**src/rtl/enc_param_ctrl.sv**
```systemverilog
// Browse/edit controller for encoder-driven parameter registers.
// Publishes the register file and a one-cycle update strobe on every value change.
//
// state  | meaning
// BROWSE | encoder steps move sel; short press enters EDIT; long press zeroes params[sel]
// EDIT   | encoder steps edit params[sel]; short press or timeout commits; long press restores backup
module enc_param_ctrl #(
  parameter int NUM_PARAMS = 4,
  parameter int PARAM_W = 8,
  parameter int TIMEOUT_CYC = 1000000,
  localparam int SW = (NUM_PARAMS > 2) ? $clog2(NUM_PARAMS) : 1
) (
  input  logic                          clk,
  input  logic                          rst,
  input  logic                          step_valid,
  input  logic                          step_cw,
  input  logic                          press_valid,
  input  logic                          press_long,
  output logic [SW-1:0]                 sel,
  output logic                          editing,
  output logic [NUM_PARAMS*PARAM_W-1:0] params,
  output logic                          upd_valid,
  output logic [SW-1:0]                 upd_idx
);

  localparam int CNT_W = $clog2(TIMEOUT_CYC);
  localparam logic [CNT_W-1:0] IDLE_LAST = CNT_W'(TIMEOUT_CYC - 1);
  localparam logic [SW-1:0] SEL_LAST = SW'(NUM_PARAMS - 1);
  localparam logic [PARAM_W-1:0] VAL_MAX = {PARAM_W{1'b1}};

  typedef enum logic [0:0] {
    BROWSE = 1'b0,
    EDIT   = 1'b1
  } state_t;

  state_t               state_q, state_d;
  logic [SW-1:0]        sel_q, sel_d;
  logic [PARAM_W-1:0]   param_q [NUM_PARAMS];
  logic [PARAM_W-1:0]   param_d [NUM_PARAMS];
  logic [PARAM_W-1:0]   backup_q, backup_d;
  logic [CNT_W-1:0]     idle_q, idle_d;
  logic                 upd_valid_q, upd_valid_d;
  logic [SW-1:0]        upd_idx_q, upd_idx_d;
  logic [PARAM_W-1:0]   cur;

  assign cur = param_q[sel_q];

  always_ff @(posedge clk or posedge rst) begin
    if (rst) begin
      state_q     <= BROWSE;
      sel_q       <= '0;
      param_q     <= '{default: '0};
      backup_q    <= '0;
      idle_q      <= '0;
      upd_valid_q <= 1'b0;
      upd_idx_q   <= '0;
    end else begin
      state_q     <= state_d;
      sel_q       <= sel_d;
      param_q     <= param_d;
      backup_q    <= backup_d;
      idle_q      <= idle_d;
      upd_valid_q <= upd_valid_d;
      upd_idx_q   <= upd_idx_d;
    end
  end

  // A press always wins over a simultaneous step; the step is dropped.
  always_comb begin
    state_d     = state_q;
    sel_d       = sel_q;
    param_d     = param_q;
    backup_d    = backup_q;
    idle_d      = '0;
    upd_valid_d = 1'b0;
    upd_idx_d   = upd_idx_q;
    case (state_q)
      BROWSE: begin
        if (press_valid) begin
          if (press_long) begin
            param_d[sel_q] = '0;
            if (cur != '0) begin
              upd_valid_d = 1'b1;
              upd_idx_d   = sel_q;
            end
          end else begin
            state_d  = EDIT;
            backup_d = cur;
          end
        end else if (step_valid) begin
          if (step_cw) begin
            sel_d = (sel_q == SEL_LAST) ? '0 : sel_q + SW'(1);
          end else begin
            sel_d = (sel_q == '0) ? SEL_LAST : sel_q - SW'(1);
          end
        end
      end
      EDIT: begin
        if (press_valid) begin
          state_d = BROWSE;
          if (press_long) begin
            param_d[sel_q] = backup_q;
            if (backup_q != cur) begin
              upd_valid_d = 1'b1;
              upd_idx_d   = sel_q;
            end
          end
        end else if (step_valid) begin
          if (step_cw && cur != VAL_MAX) begin
            param_d[sel_q] = cur + PARAM_W'(1);
            upd_valid_d    = 1'b1;
            upd_idx_d      = sel_q;
          end else if (!step_cw && cur != '0) begin
            param_d[sel_q] = cur - PARAM_W'(1);
            upd_valid_d    = 1'b1;
            upd_idx_d      = sel_q;
          end
        end else if (idle_q == IDLE_LAST) begin
          state_d = BROWSE;
        end else begin
          idle_d = idle_q + CNT_W'(1);
        end
      end
      default: state_d = BROWSE;
    endcase
  end

  for (genvar i = 0; i < NUM_PARAMS; i++) begin : g_flat
    assign params[i*PARAM_W +: PARAM_W] = param_q[i];
  end

  assign sel       = sel_q;
  assign editing   = (state_q == EDIT);
  assign upd_valid = upd_valid_q;
  assign upd_idx   = upd_idx_q;

endmodule

```
**config.mk**
```make
export PLATFORM = sky130hd
export DESIGN_NAME = enc_param_ctrl
export DESIGN_NICKNAME = d
export VERILOG_FILES = /design/src/rtl/enc_param_ctrl.sv
export SDC_FILE = /design/constraint.sdc
export NUM_CORES = 1
export LEC_CHECK = 0
export CAP_MARGIN = 40
export CORE_AREA = 2 2 85 87
export CTS_BUF_LIST = sky130_fd_sc_hd__clkbuf_16
export CTS_CLUSTER_DIAMETER = 50
export DETAILED_ROUTE_END_ITERATION = 16
export DIE_AREA = 0 0 87 89
export HOLD_SLACK_MARGIN = 0.02
export PLACE_DENSITY = 0.79
export REMOVE_ABC_BUFFERS = 1
export SKIP_CTS_REPAIR_TIMING = 1
export SYNTH_ARGS = -nofsm -noshare
export SYNTH_HDL_FRONTEND = slang
export SYNTH_SLANG_ARGS = --single-unit
```
**constraint.sdc**
```tcl
create_clock -name clk -period 3.9 [get_ports clk]
set_input_delay 0.39 -clock clk [delete_from_list [all_inputs] [get_ports clk]]
set_output_delay 0.39 -clock clk [all_outputs]
set_load 0.005 [all_outputs]
```
==> reports/results.ini <==
[clock_network]
cts_root_buf=clkbuf_16
cts_tree=done
clock_path_buffers=2
worstSkewPairLatency_ns=0.33
cts.clk_slew.worst_paths_ns=0.05
cts-buffers-inserted=9
htree_levels=3
cts.sinks=66

[sta]
fmax_mhz=307
clock_skew_ns=0.00674
slew_violations=0
final.min_clock_period_ns=3.26
finalCritPeriodShare_pct=83.5
tns_ns=0
tightest_slew_ns=0.766
hold_viol=0
setup_viol_count_final=0
relSlewSlack_pct=48.3
rsz0062_at_grt=no

[drt]
postRouteAntennaNets=0
top_layer_used=met4
wl_met1_mm=3.64
wl_met2_mm=4.57
drc_errors=0
wl_per_cell_um=18.8
num_vias=2876
wl_met3_um=510
routed_wl_mm=8.87
first_pass_iters=4
vias_per_cell=6.08
first_iter_violations=219

[power_and_ir_drop]
total_power_uw=3490
pwr-share-seq_pct=31.5
vdd_drop_max_v=0.000332
power_frac_comb_pct=43.9
cellLeakagePower_uw=0.00192
p_int_uw=2200
power_frac_clock_pct=24.6
switching_share_pct=36.8
p_per_area_nw_per_um2=769
p_sw_uw=1280

[min_path]
hold_path_class=register to register
hold_end=idle_q[0]$_DFF_PP0_
min_delay_path_depth=1
min-delay-start=idle_q[0]$_DFF_PP0_

[setup_path]
ff2ff_setup_slack_ns=0.64
crit_arrival_ns=3.46
ff2ff_path_depth=7
crit_path_start_kind=register
worstSetupPathType=register to register
crit_required_ns=4.11
reg2reg_to=params[22]$_DFFE_PP0P_
crit_path_max_fanout=11
r2r_start=sel[0]$_DFFE_PP0P_
worstSetupEndpointType=register

[floorplan]
core-area_sq_um=6720
fp.dieH_um=89
die_area_sq_um=7740
die_w_um=87
floorplan.initialDensity_pct=55.6
ios=44
num_rows=30

[global_route]
grt_usage_pct=24.6
gr-total-overflow=0
first_global_vias=2725
grt_pass1_wl_mm=14.3
grt_antenna_before_repair=0
grt_max_degree=35

[yosys]
netlist_area_sq_um=3740
synth_edf_count=0
ys_warn_count=0
ys_seq_area_share_pct=44.2
synth_commonest_cells=dfrtp_1, nand2_1, nor2_1
synth_most_common_cell=dfrtp_1
synth_top_cell_by_area=dfrtp_1
synthArstFlopShare_pct=100
synth_cells=345
ys_ff_latch=66
yosysTopAreaCellShare_pct=44.2
ys.flop_type=dfrtp_1
synthTopCellsByArea=dfrtp_1, mux2_1, xnor2_1, mux4_2, mux2_2
syn_avg_cell_area_sq_um=10.8
synth_cell_type_count=56

[layout]
register_area_sq_um=1650
drive_above_1_share_pct=13.5
n_fill_cell=496
multi_input_area_sq_um=1950
antenna_cells=0
areaGrowthSynthToFinish_pct=21.3
finalInstanceArea_sq_um=4530
nets=401

[flow_run]
maxCapViolCount=0

[place]
gp_congestion=0.911
dpl_cell_area_sq_um=4210
port_buffers=43
hpwlAfterDp_mm=6.54

[run_status]
status=finished, final reports clean

[critical path, stage by stage (launching register included)]
cell	delay (ns)
dfrtp_1	0.69
mux4_2	0.66
inv_1	0.17
ha_1	0.23
nand2b_1	0.15
o41a_1	0.62
nand3_4	0.25
mux2_2	0.36
[stage by stage]
stage	instances	hold WS, ns	setup slack [ns]	util, %
detailed placement	457	0.450	0.683	62.7
global route	473	0.480	0.505	67.5
global placement	457	0.437	0.733	62.7
finish	473	0.451	0.644	67.5
CTS	473	0.457	0.681	67.5
floorplan	330	0.424	0.748	-
[state kept, by name, indices dropped and copies added (netlist names)]
name and flops:
upd_valid 1, backup_q 8, params 32, sel 2, upd_idx 2, editing 1, idle_q 20
[layer usage]
layer  vias up  GRT usage (%)
li1       1336              -
met1      1431           31.7
met2        96           41.8
met3        13           5.91
met4         0           6.96
met5         -              0
[kinds of logic after synthesis]
logic type                 after synthesis  synth area share [%]
and+or+nand+nor                        122                  18.0
DFF                                     66                  44.2
adders and majority gates                7                  2.34
xor gates and xnor gates                28                  6.56
AOI/OAI and AO/OA                       50                  9.65
muxes                                   44                  15.8
buffers and inverters                   28                  3.52
[power groups by stage]
| stage | clock network, uW | logic (uW) | registers [uW] |
|---|---|---|---|
| after global placement | 0 | 1480 | 1090 |
| final | 857 | 1530 | 1100 |
| after floorplan | 0 | 943 | 1070 |
| after global routing | 895 | 1660 | 1120 |
| after detailed placement | 0 | 1520 | 1100 |
| after CTS | 864 | 1530 | 1090 |
[final cells by class]
cell class | instances | share of cell area, %
Inverter | 13 | 1.08
Timing Repair Buffer | 47 | 10.2
Sequential cell | 66 | 36.4
Multi-Input combinational cell | 251 | 43.1
Clock buffer | 9 | 4.97
Tap cell | 80 | 2.21
Clock inverter | 7 | 2.07
[how the worst max path moves through the flow]
stage | end | slack, ns | cells past startpoint | from
after detailed placement | params[11]$_DFFE_PP0P_ | 0.68 | 7 | sel[0]$_DFFE_PP0P_
final | params[22]$_DFFE_PP0P_ | 0.64 | 7 | sel[0]$_DFFE_PP0P_
after CTS | params[11]$_DFFE_PP0P_ | 0.68 | 7 | sel[0]$_DFFE_PP0P_
after global routing | params[10]$_DFFE_PP0P_ | 0.50 | 8 | sel[1]$_DFFE_PP0P_
after global placement | params[30]$_DFFE_PP0P_ | 0.73 | 7 | sel[0]$_DFFE_PP0P_
after floorplan | params[19]$_DFFE_PP0P_ | 0.75 | 5 | sel[1]$_DFFE_PP0P_
[layout by cell type (no fill, tap or decap), types with 5 or more instances in the layout]
| cell type | n |
|---|---|
| inv_1 | 13 |
| mux2i_1 | 6 |
| ha_1 | 7 |
| nor2_1 | 28 |
| mux2_2 | 12 |
| nand3_1 | 14 |
| dfrtp_1 | 66 |
| nand2_1 | 31 |
| clkbuf_16 | 9 |
| xor2_1 | 9 |
| mux2_1 | 16 |
| and3_1 | 7 |
| a21oi_1 | 5 |
| xnor2_1 | 19 |
| o21ai_0 | 14 |
| clkdlybuf4s50_1 | 43 |
| nand2b_1 | 5 |
| nor3_1 | 9 |
| mux4_2 | 7 |
Note: power is estimated with default switching activity, not from simulation.
